**config.mk**
```make
export PLATFORM = sky130hd
export DESIGN_NAME = reg_file_scoreboard_flat
export DESIGN_NICKNAME = d
export VERILOG_FILES = /design/src/rtl/reg_file_scoreboard_if.sv /design/src/rtl/reg_file_scoreboard.sv /design/src/flat_wrapper.sv
export SDC_FILE = /design/constraint.sdc
export NUM_CORES = 1
export LEC_CHECK = 0
export BUFFER_PORTS_ARGS = -buffer_cell sky130_fd_sc_hd__buf_2
export CAP_MARGIN = 10
export CORE_UTILIZATION = 50
export CTS_CLUSTER_DIAMETER = 200
export DETAILED_ROUTE_END_ITERATION = 12
export GPL_TIMING_DRIVEN = 0
export PLACE_DENSITY = 0.72
export REMOVE_ABC_BUFFERS = 1
export SETUP_SLACK_MARGIN = 0.02
export SLEW_MARGIN = 20
export SYNTH_ARGS = -nofsm -noshare
export SYNTH_HDL_FRONTEND = slang
export SYNTH_SLANG_ARGS = --single-unit
```
**constraint.sdc**
```tcl
create_clock -name Clk -period 23.7 [get_ports Clk]
set_input_delay 3.555 -clock Clk [delete_from_list [all_inputs] [get_ports Clk]]
set_output_delay 3.555 -clock Clk [all_outputs]
set_load 0.03 [all_outputs]
```
**src/rtl/reg_file_scoreboard_if.sv**
```systemverilog
// Bus bundle for reg_file_scoreboard: write, reserve and two read ports.
// The master drives requests. The slave (the register file) drives read data and scoreboard status.
interface reg_file_scoreboard_if #(
   parameter int DATA_WIDTH = 16,
   parameter int ADDR_WIDTH = 4
);
   logic                  Write_Enable;
   logic [ADDR_WIDTH-1:0] Reg_Write;
   logic [DATA_WIDTH-1:0] Write_Data;
   logic [ADDR_WIDTH-1:0] Reg_Read_A;
   logic [ADDR_WIDTH-1:0] Reg_Read_B;
   logic [DATA_WIDTH-1:0] Reg_A;
   logic [DATA_WIDTH-1:0] Reg_B;
   logic                  Reserve_Enable;
   logic [ADDR_WIDTH-1:0] Reg_Reserve;
   logic                  Busy_A;
   logic                  Busy_B;
   logic                  Hazard;
   logic [ADDR_WIDTH:0]   Pending_Count;

   modport master (
      output Write_Enable, Reg_Write, Write_Data, Reg_Read_A, Reg_Read_B,
             Reserve_Enable, Reg_Reserve,
      input  Reg_A, Reg_B, Busy_A, Busy_B, Hazard, Pending_Count
   );

   modport slave (
      input  Write_Enable, Reg_Write, Write_Data, Reg_Read_A, Reg_Read_B,
             Reserve_Enable, Reg_Reserve,
      output Reg_A, Reg_B, Busy_A, Busy_B, Hazard, Pending_Count
   );
endinterface

```
**src/rtl/reg_file_scoreboard.sv**
```systemverilog
// Two-read/one-write register file with per-register busy scoreboard and pending counter.
// Define REG_FILE_ZERO_REG_EN to make register 0 read as zero and never become busy.
module reg_file_scoreboard #(
   parameter int DATA_WIDTH = 16,
   parameter int ADDR_WIDTH = 4
) (
   input logic                  Clk,
   input logic                  Reset,
   reg_file_scoreboard_if.slave bus
);
   localparam int NREG = 2 ** ADDR_WIDTH;
   localparam int CW   = ADDR_WIDTH + 1;

   logic [DATA_WIDTH-1:0] regs_q [NREG];
   logic [DATA_WIDTH-1:0] regs_d [NREG];
   logic [NREG-1:0]       busy_q, busy_d;
   logic [CW-1:0]         count_q, count_d;
   logic                  wr_ok, rs_ok, inc, dec;
   logic                  byp_a, byp_b, busy_a, busy_b;

   always_comb begin
      wr_ok = bus.Write_Enable;
      rs_ok = bus.Reserve_Enable;
`ifdef REG_FILE_ZERO_REG_EN
      if (bus.Reg_Write == '0) wr_ok = 1'b0;
      if (bus.Reg_Reserve == '0) rs_ok = 1'b0;
`endif
   end

   // Reserve is applied after the write so that a same-address reserve wins.
   always_comb begin
      regs_d = regs_q;
      busy_d = busy_q;
      if (wr_ok) begin
         regs_d[bus.Reg_Write] = bus.Write_Data;
         busy_d[bus.Reg_Write] = 1'b0;
      end
      if (rs_ok) busy_d[bus.Reg_Reserve] = 1'b1;
   end

   // The counter follows net busy transitions: a set that was already set does not count.
   // A clear is cancelled by a reserve to the same address on the same edge.
   always_comb begin
      inc     = rs_ok && !busy_q[bus.Reg_Reserve];
      dec     = wr_ok && busy_q[bus.Reg_Write] &&
                !(rs_ok && (bus.Reg_Reserve == bus.Reg_Write));
      count_d = count_q + {{ADDR_WIDTH{1'b0}}, inc} - {{ADDR_WIDTH{1'b0}}, dec};
   end

   always_ff @(posedge Clk or posedge Reset) begin
      if (Reset) begin
         regs_q  <= '{default: '0};
         busy_q  <= '0;
         count_q <= '0;
      end else begin
         regs_q  <= regs_d;
         busy_q  <= busy_d;
         count_q <= count_d;
      end
   end

   // The read bypass is ungated by reset, so it stays active while Reset is high.
   always_comb begin
      byp_a             = wr_ok && (bus.Reg_Write == bus.Reg_Read_A);
      byp_b             = wr_ok && (bus.Reg_Write == bus.Reg_Read_B);
      busy_a            = busy_q[bus.Reg_Read_A] && !byp_a;
      busy_b            = busy_q[bus.Reg_Read_B] && !byp_b;
      bus.Reg_A         = byp_a ? bus.Write_Data : regs_q[bus.Reg_Read_A];
      bus.Reg_B         = byp_b ? bus.Write_Data : regs_q[bus.Reg_Read_B];
      bus.Busy_A        = busy_a;
      bus.Busy_B        = busy_b;
      bus.Hazard        = busy_a || busy_b;
      bus.Pending_Count = count_q;
   end
endmodule

```
**src/flat_wrapper.sv**
```systemverilog
// flat-port wrapper written by rule: the top's interface ports become plain ports
module reg_file_scoreboard_flat 
#(
   parameter int DATA_WIDTH = 16,
   parameter int ADDR_WIDTH = 4
)
  (Clk, Reset, bus_Write_Enable, bus_Reg_Write, bus_Write_Data, bus_Reg_Read_A, bus_Reg_Read_B, bus_Reserve_Enable, bus_Reg_Reserve, bus_Reg_A, bus_Reg_B, bus_Busy_A, bus_Busy_B, bus_Hazard, bus_Pending_Count);
  reg_file_scoreboard_if #(.DATA_WIDTH(DATA_WIDTH), .ADDR_WIDTH(ADDR_WIDTH)) bus_i ();
  input logic Clk;
  input logic Reset;
  input wire logic [$bits(bus_i.Write_Enable)-1:0] bus_Write_Enable;
  input wire logic [$bits(bus_i.Reg_Write)-1:0] bus_Reg_Write;
  input wire logic [$bits(bus_i.Write_Data)-1:0] bus_Write_Data;
  input wire logic [$bits(bus_i.Reg_Read_A)-1:0] bus_Reg_Read_A;
  input wire logic [$bits(bus_i.Reg_Read_B)-1:0] bus_Reg_Read_B;
  input wire logic [$bits(bus_i.Reserve_Enable)-1:0] bus_Reserve_Enable;
  input wire logic [$bits(bus_i.Reg_Reserve)-1:0] bus_Reg_Reserve;
  output wire logic [$bits(bus_i.Reg_A)-1:0] bus_Reg_A;
  output wire logic [$bits(bus_i.Reg_B)-1:0] bus_Reg_B;
  output wire logic [$bits(bus_i.Busy_A)-1:0] bus_Busy_A;
  output wire logic [$bits(bus_i.Busy_B)-1:0] bus_Busy_B;
  output wire logic [$bits(bus_i.Hazard)-1:0] bus_Hazard;
  output wire logic [$bits(bus_i.Pending_Count)-1:0] bus_Pending_Count;
  assign bus_i.Write_Enable = bus_Write_Enable;
  assign bus_i.Reg_Write = bus_Reg_Write;
  assign bus_i.Write_Data = bus_Write_Data;
  assign bus_i.Reg_Read_A = bus_Reg_Read_A;
  assign bus_i.Reg_Read_B = bus_Reg_Read_B;
  assign bus_i.Reserve_Enable = bus_Reserve_Enable;
  assign bus_i.Reg_Reserve = bus_Reg_Reserve;
  assign bus_Reg_A = bus_i.Reg_A;
  assign bus_Reg_B = bus_i.Reg_B;
  assign bus_Busy_A = bus_i.Busy_A;
  assign bus_Busy_B = bus_i.Busy_B;
  assign bus_Hazard = bus_i.Hazard;
  assign bus_Pending_Count = bus_i.Pending_Count;
  reg_file_scoreboard #(.DATA_WIDTH(DATA_WIDTH), .ADDR_WIDTH(ADDR_WIDTH)) u_core (.Clk(Clk), .Reset(Reset), .bus(bus_i));
endmodule
```
* Yosys cells after proc, flatten, opt, wreduce, memory -nomap -nowiden
Index checks and enable logic that the tools add are counted.
Cells by class: bitwise operators 6, magnitude comparators 10, multiplexer cells 25, eq/ne operators 3, add/sub/neg operators 2, reduce and logical (&&, ||, !) cells 16
Operators with widths (count):
- $bwmux W256 | 1
- $mux W16 | 9
- $bmux W16 S4 | 2
- $demux W16 S4 | 1
- $lt A4 B5 Y1 const B | 4
- $and A16 B16 Y16 | 1
- $bmux W1 S4 | 4
- $not A16 Y16 | 1
- $or A16 B16 Y16 | 1
- $ge A5 B5 Y1 const B | 3
- $not A4 Y5 | 3
- $eq A4 B4 Y1 | 3
- $logic_and A1 B1 Y1 | 11
- $demux W1 S4 | 2
- $ge A4 B1 Y1 const B | 2
- $mux W1 | 6
- $add A5 B1 Y5 | 1
- $lt A5 B1 Y1 const B | 1
- $sub A5 B1 Y5 | 1
- $logic_not A1 Y1 | 4
- $logic_or A1 B1 Y1 | 1
Word-level totals: logic and storage cells 80, register bits 277, output and inout bits 40

* Depth between registers and ports, before layout
word-level depth 9, depth in mapped cells 14, depth with buffers taken out 13

* Least setup slack after synthesis
Ideal clock, no wire load.
kind input-to-output, from input port bus_Reg_Read_B[0], to output port bus_Hazard, stages 6, buffers on the path 2, path slack 14980 ps, data arrival time 5165 ps, cell sequence buf_6 buf_12 mux4_2 mux2i_1 and2_1 o32ai_1
On the way: cells in the longest elaborated chain, start to end 5
RTL lines:
- from (decl) | RTL line flat_wrapper.sv:15 | input wire logic [$bits(bus_i.Reg_Read_B)-1:0] bus_Reg_Read_B;
- parallel branches: the longest is 3 deep, another holds $bmux W1 S4
- $logic_and A1 B1 Y1 * | RTL line reg_file_scoreboard.sv:67 | busy_b = busy_q[bus.Reg_Read_B] && !byp_b;
- $logic_or A1 B1 Y1 * | RTL line reg_file_scoreboard.sv:72 | bus.Hazard = busy_a || busy_b;
- to (decl) | RTL line flat_wrapper.sv:22 | output wire logic [$bits(bus_i.Hazard)-1:0] bus_Hazard;
Every way passes the cells marked *. The select of a mux whose other input is x is not followed.

* Worst setup path after layout
from input port bus_Reg_Read_B[2], to output port bus_Reg_B[10]
On the way: cells in the longest elaborated chain, start to end 5
RTL lines:
- $not A4 Y5 (implied by the code) | RTL line reg_file_scoreboard.sv:69 | bus.Reg_B = byp_b ? bus.Write_Data : regs_q[bus.Reg_Read_B];
- $bmux W16 S4 | RTL line reg_file_scoreboard.sv:69
- $mux W16 (implied by the code) (2 in a row) | RTL line reg_file_scoreboard.sv:69
- $mux W16 * | RTL line reg_file_scoreboard.sv:69
- to (decl) | RTL line flat_wrapper.sv:19 | output wire logic [$bits(bus_i.Reg_B)-1:0] bus_Reg_B;
Mark *: on every way between the ends. The rest lies on a longest branch, timed or not. The select of a mux whose other input is x is not followed.

==> metrics.md <==
| Metric | Value |
|---|---|
| Hold Crit Start | u_core.regs_q[119] |
| Worst hold path depth | 1 |
| I/O Pins | 76 |
| Vias/cell | 6.400 |
| Post-synthesis mux area share | 0.4769 |
| Fin. Hold Viols | 0 |
| RSZ-0062 raised after global routing | no |
| Post-CTS Repair Setup Buffers | 0 |
| Clock Skews | 0.009036 ns |
| Synth cell types | 40 |
| Post-cts gate resize count | 0 |
| Skew-Pair Late Insertion Delay | around 0.55 ns |
| Die ar. | 32,500 µm² |
| Die W | 180.3 µm |
| Layout cell share with drive strength beyond 1 | 0.5346 |
| Count of final setup violators | 0 |
| Status | finished, final reports clean |
| Count of pins over their slew limit | 0 |
| Period Utilization, post-route | 0.4126 |
| Synth Flop Type | dfrtp_1 |
| Hold-fix buffers at CTS | 0 |
| Maximum buffer depth of the clock tree | 3 |
| CP Launch Type | input port |
| Largest net degree at the start of global routing | 91 |
| Max-Slew Margin vs Limit | 0.4101 |
| Post-Synth Simple-Gate Area | 0.02134 |
| Synth Area in Adders | 0.005196 |
| GRT overflow | 0 |
| Total Routing Usage GR | 0.2418 |
| Yosys warns | 0 |
| Core area | ~31,000 µm² |
| Crit Reg-Reg Endpoint | u_core.bus.Pending_Count[4] |
| Port Buffers | 75 |
| Min Tclk post-route | 9.778 ns |
| DRT Wirelength | 37,880 µm |
| Remaining DRCs | 0 |
| CTS Buf Count | 30 |
| Worst slew pin tran | approximately 0.9 ns |
| Number of global-route vias before repair | just under 10,000 |
| DPL Wire Length | 21,920 µm |
| Leak pwr | approximately 7.4 nW |
| Yosys reg bits | 277 |
| Number of DRC markers in iteration 0 | 774 |
| Area of the multi-input gates | 8381 µm² |
| GP Congestion | 0.8437 |
| Ys async rst share | 1.000 |
| Max Cap Viol | 0 |
| Cell Rows | 64 |
| First-pass GRT wire length | 59,890 µm |
| Largest family of logic cells by synthesized area | multiplexers |
| Reg2Reg Setup Slack | just over 20 ns |
| Critical path arrival | 6.22 ns |
| Worst reg-to-reg path cell count | 12 |
| Mapped Cells | 1,022 |
| Root buf cell | clkbuf_16 |
| Setup TNS | 0 ns |
| Drt first pass iters | 5 |
| Crit path max fanout | 19 |
| Fmax | 102.3 MHz |
| Antenna diodes | 0 |
| Critical path class | input port to primary output |
| Required time of the critical path | 20.15 ns |
| Height of the die | 180.3 µm |
| CTS clk-pin slew, worst paths | about 0.06 ns |
| Commonest non-fill, non-tap cell in the layout | dfrtp_1 |
| Initial antenna violation count | 1 |
| Highest-count cells in the layout ignoring fill and taps | dfrtp_1 (277), mux2_2 (265), mux4_2 (143) |
| Hold EP | u_core.regs_q[119] |
| CTS sink cnt | 277 |
| Reg area | 6932 µm² |
| Wire per inst | 25.84 µm |
| Pwr/cell area | 90.10 nW/µm² |
| Worst vdd ir | 0.06287 mV |
| Post-Synth XOR/XNOR Area | 0.008818 |
| Initial core utilization | 0.5142 |
| CTS tree | built |
| Crit end category | primary output |
| Worst min path class | register to register |
| Synthesized cell area | between 15,000 and 20,000 µm² |
| Reg-to-reg critical path startpoint | u_core.busy_q[3] |
| Via count | 9,383 |
| Synth-to-Final Area Change | 10.21% |
| Sequential share of the synthesized area | 0.4362 |
| Nets@finish | between 1,000 and 1,500 |
| Post-synth EDFFs | 0 |
| H-tree depth | 1 |
| Syn_area_per_cell | 15.55 µm² |
| # fillers | between 2,000 and 2,500 |
| Post-route antenna net violation count | 0 |
| Final hold slack | 0.5174 ns |
| Compound-cell area share of the yosys netlist | 0.01134 |
==> power breakdown <==
group | internal (W) | switching [W]
clock | 0.000268 | 0.000191
combinational | 0.000257 | 0.000193
sequential | 0.000587 | 0.0000829
total | 0.00111 | 0.000466
==> synthesized netlist by cell type, types with 3 or more instances <==
master / count / area, µm²
buf_1: 4 / 15.01
buf_12: 4 / 80.08
buf_2: 39 / 195.2
buf_4: 17 / 127.6
buf_6: 9 / 101.4
clkbuf_1: 21 / 78.83
dfrtp_1: 277 / 6932
ha_1: 5 / 62.56
inv_1: 11 / 41.29
mux2_1: 16 / 180.2
mux2_2: 265 / 2984
mux2_4: 9 / 135.1
mux2i_1: 98 / 980.9
mux4_1: 3 / 78.83
mux4_2: 143 / 3221
nand2_1: 12 / 45.04
nand2b_1: 8 / 50.05
nand3_1: 3 / 15.01
nand3b_1: 3 / 22.52
nor2_1: 4 / 15.01
nor2_2: 8 / 50.05
o21ai_0: 19 / 95.09
o31ai_1: 5 / 37.54
xnor2_1: 7 / 61.31
xor2_1: 9 / 78.83
==> worst max-delay path, cell delays in order <==
cell    delay [ns]
buf_2         0.67
xor2_1        0.21
nor4_4        0.73
buf_6         0.25
buf_6         0.19
mux2_1        0.40
buf_2         0.20
==> state kept, by name, summed over array words and instances, names as in the netlist <==
signal and flops:
u_core.regs_q 256, u_core.busy_q 16, u_core.bus.Pending_Count 5
==> per-layer routing <==
| layer | track usage | routed length [µm] | up-vias |
|---|---|---|---|
| met2 | 0.3876 | 18130 | 252 |
| met4 | 0.06051 | 1008 | 2 |
| met1 | 0.3521 | 16950 | 5046 |
| li1 | - | - | 4010 |
| met3 | 0.03032 | 1771 | 73 |
| met5 | 0 | 13 | - |
==> cell type report <==
type	count	share of cell area
multi-input cells	640	0.4785
flip-flops and latches	277	0.3957
clock buffers	46	0.05093
repair buffers	89	0.04007
well taps	396	0.02829
clock inverters	7	0.003715
inverters	11	0.002786
==> per-stage QoR <==
stage,utilization,cell area [µm²],std cells,setup slack [ns],power (W)
detailed placement,0.5357,16560,1413,13.86,0.001130
CTS,0.5666,17510,1466,13.85,0.001589
floorplan,-,15290,928,12.51,0.001000
global placement,0.5230,16170,1399,9.494,0.001104
finish,0.5667,17520,1466,13.92,0.001578
global route,0.5667,17520,1466,13.77,0.001658
==> cell families (layout without fill, tap and decap cells) <==
family	after synthesis	count (layout)
mux	534	534
simple gates	53	53
buf+inv	105	153
flops	277	277
xor+xnor	16	16
compound gates	31	31
fa+ha+maj	6	6
==> worst max-delay path by stage <==
| stage | start | endpoint | slack, ns |
|---|---|---|---|
| 2_1_floorplan | Reset | u_core.bus.Pending_Count[0] | 12.51 |
| 3_3_place_gp | Reset | u_core.regs_q[60] | 9.49 |
| 3_5_place_dp | bus_Reg_Read_B[2] | bus_Reg_B[10] | 13.86 |
| 4_1_cts | bus_Reg_Read_B[2] | bus_Reg_B[10] | 13.85 |
| 5_1_grt | bus_Reg_Read_B[1] | bus_Reg_B[10] | 13.77 |
| 6_report | bus_Reg_Read_B[2] | bus_Reg_B[10] | 13.92 |
Note: power is estimated with default switching activity, not from simulation.
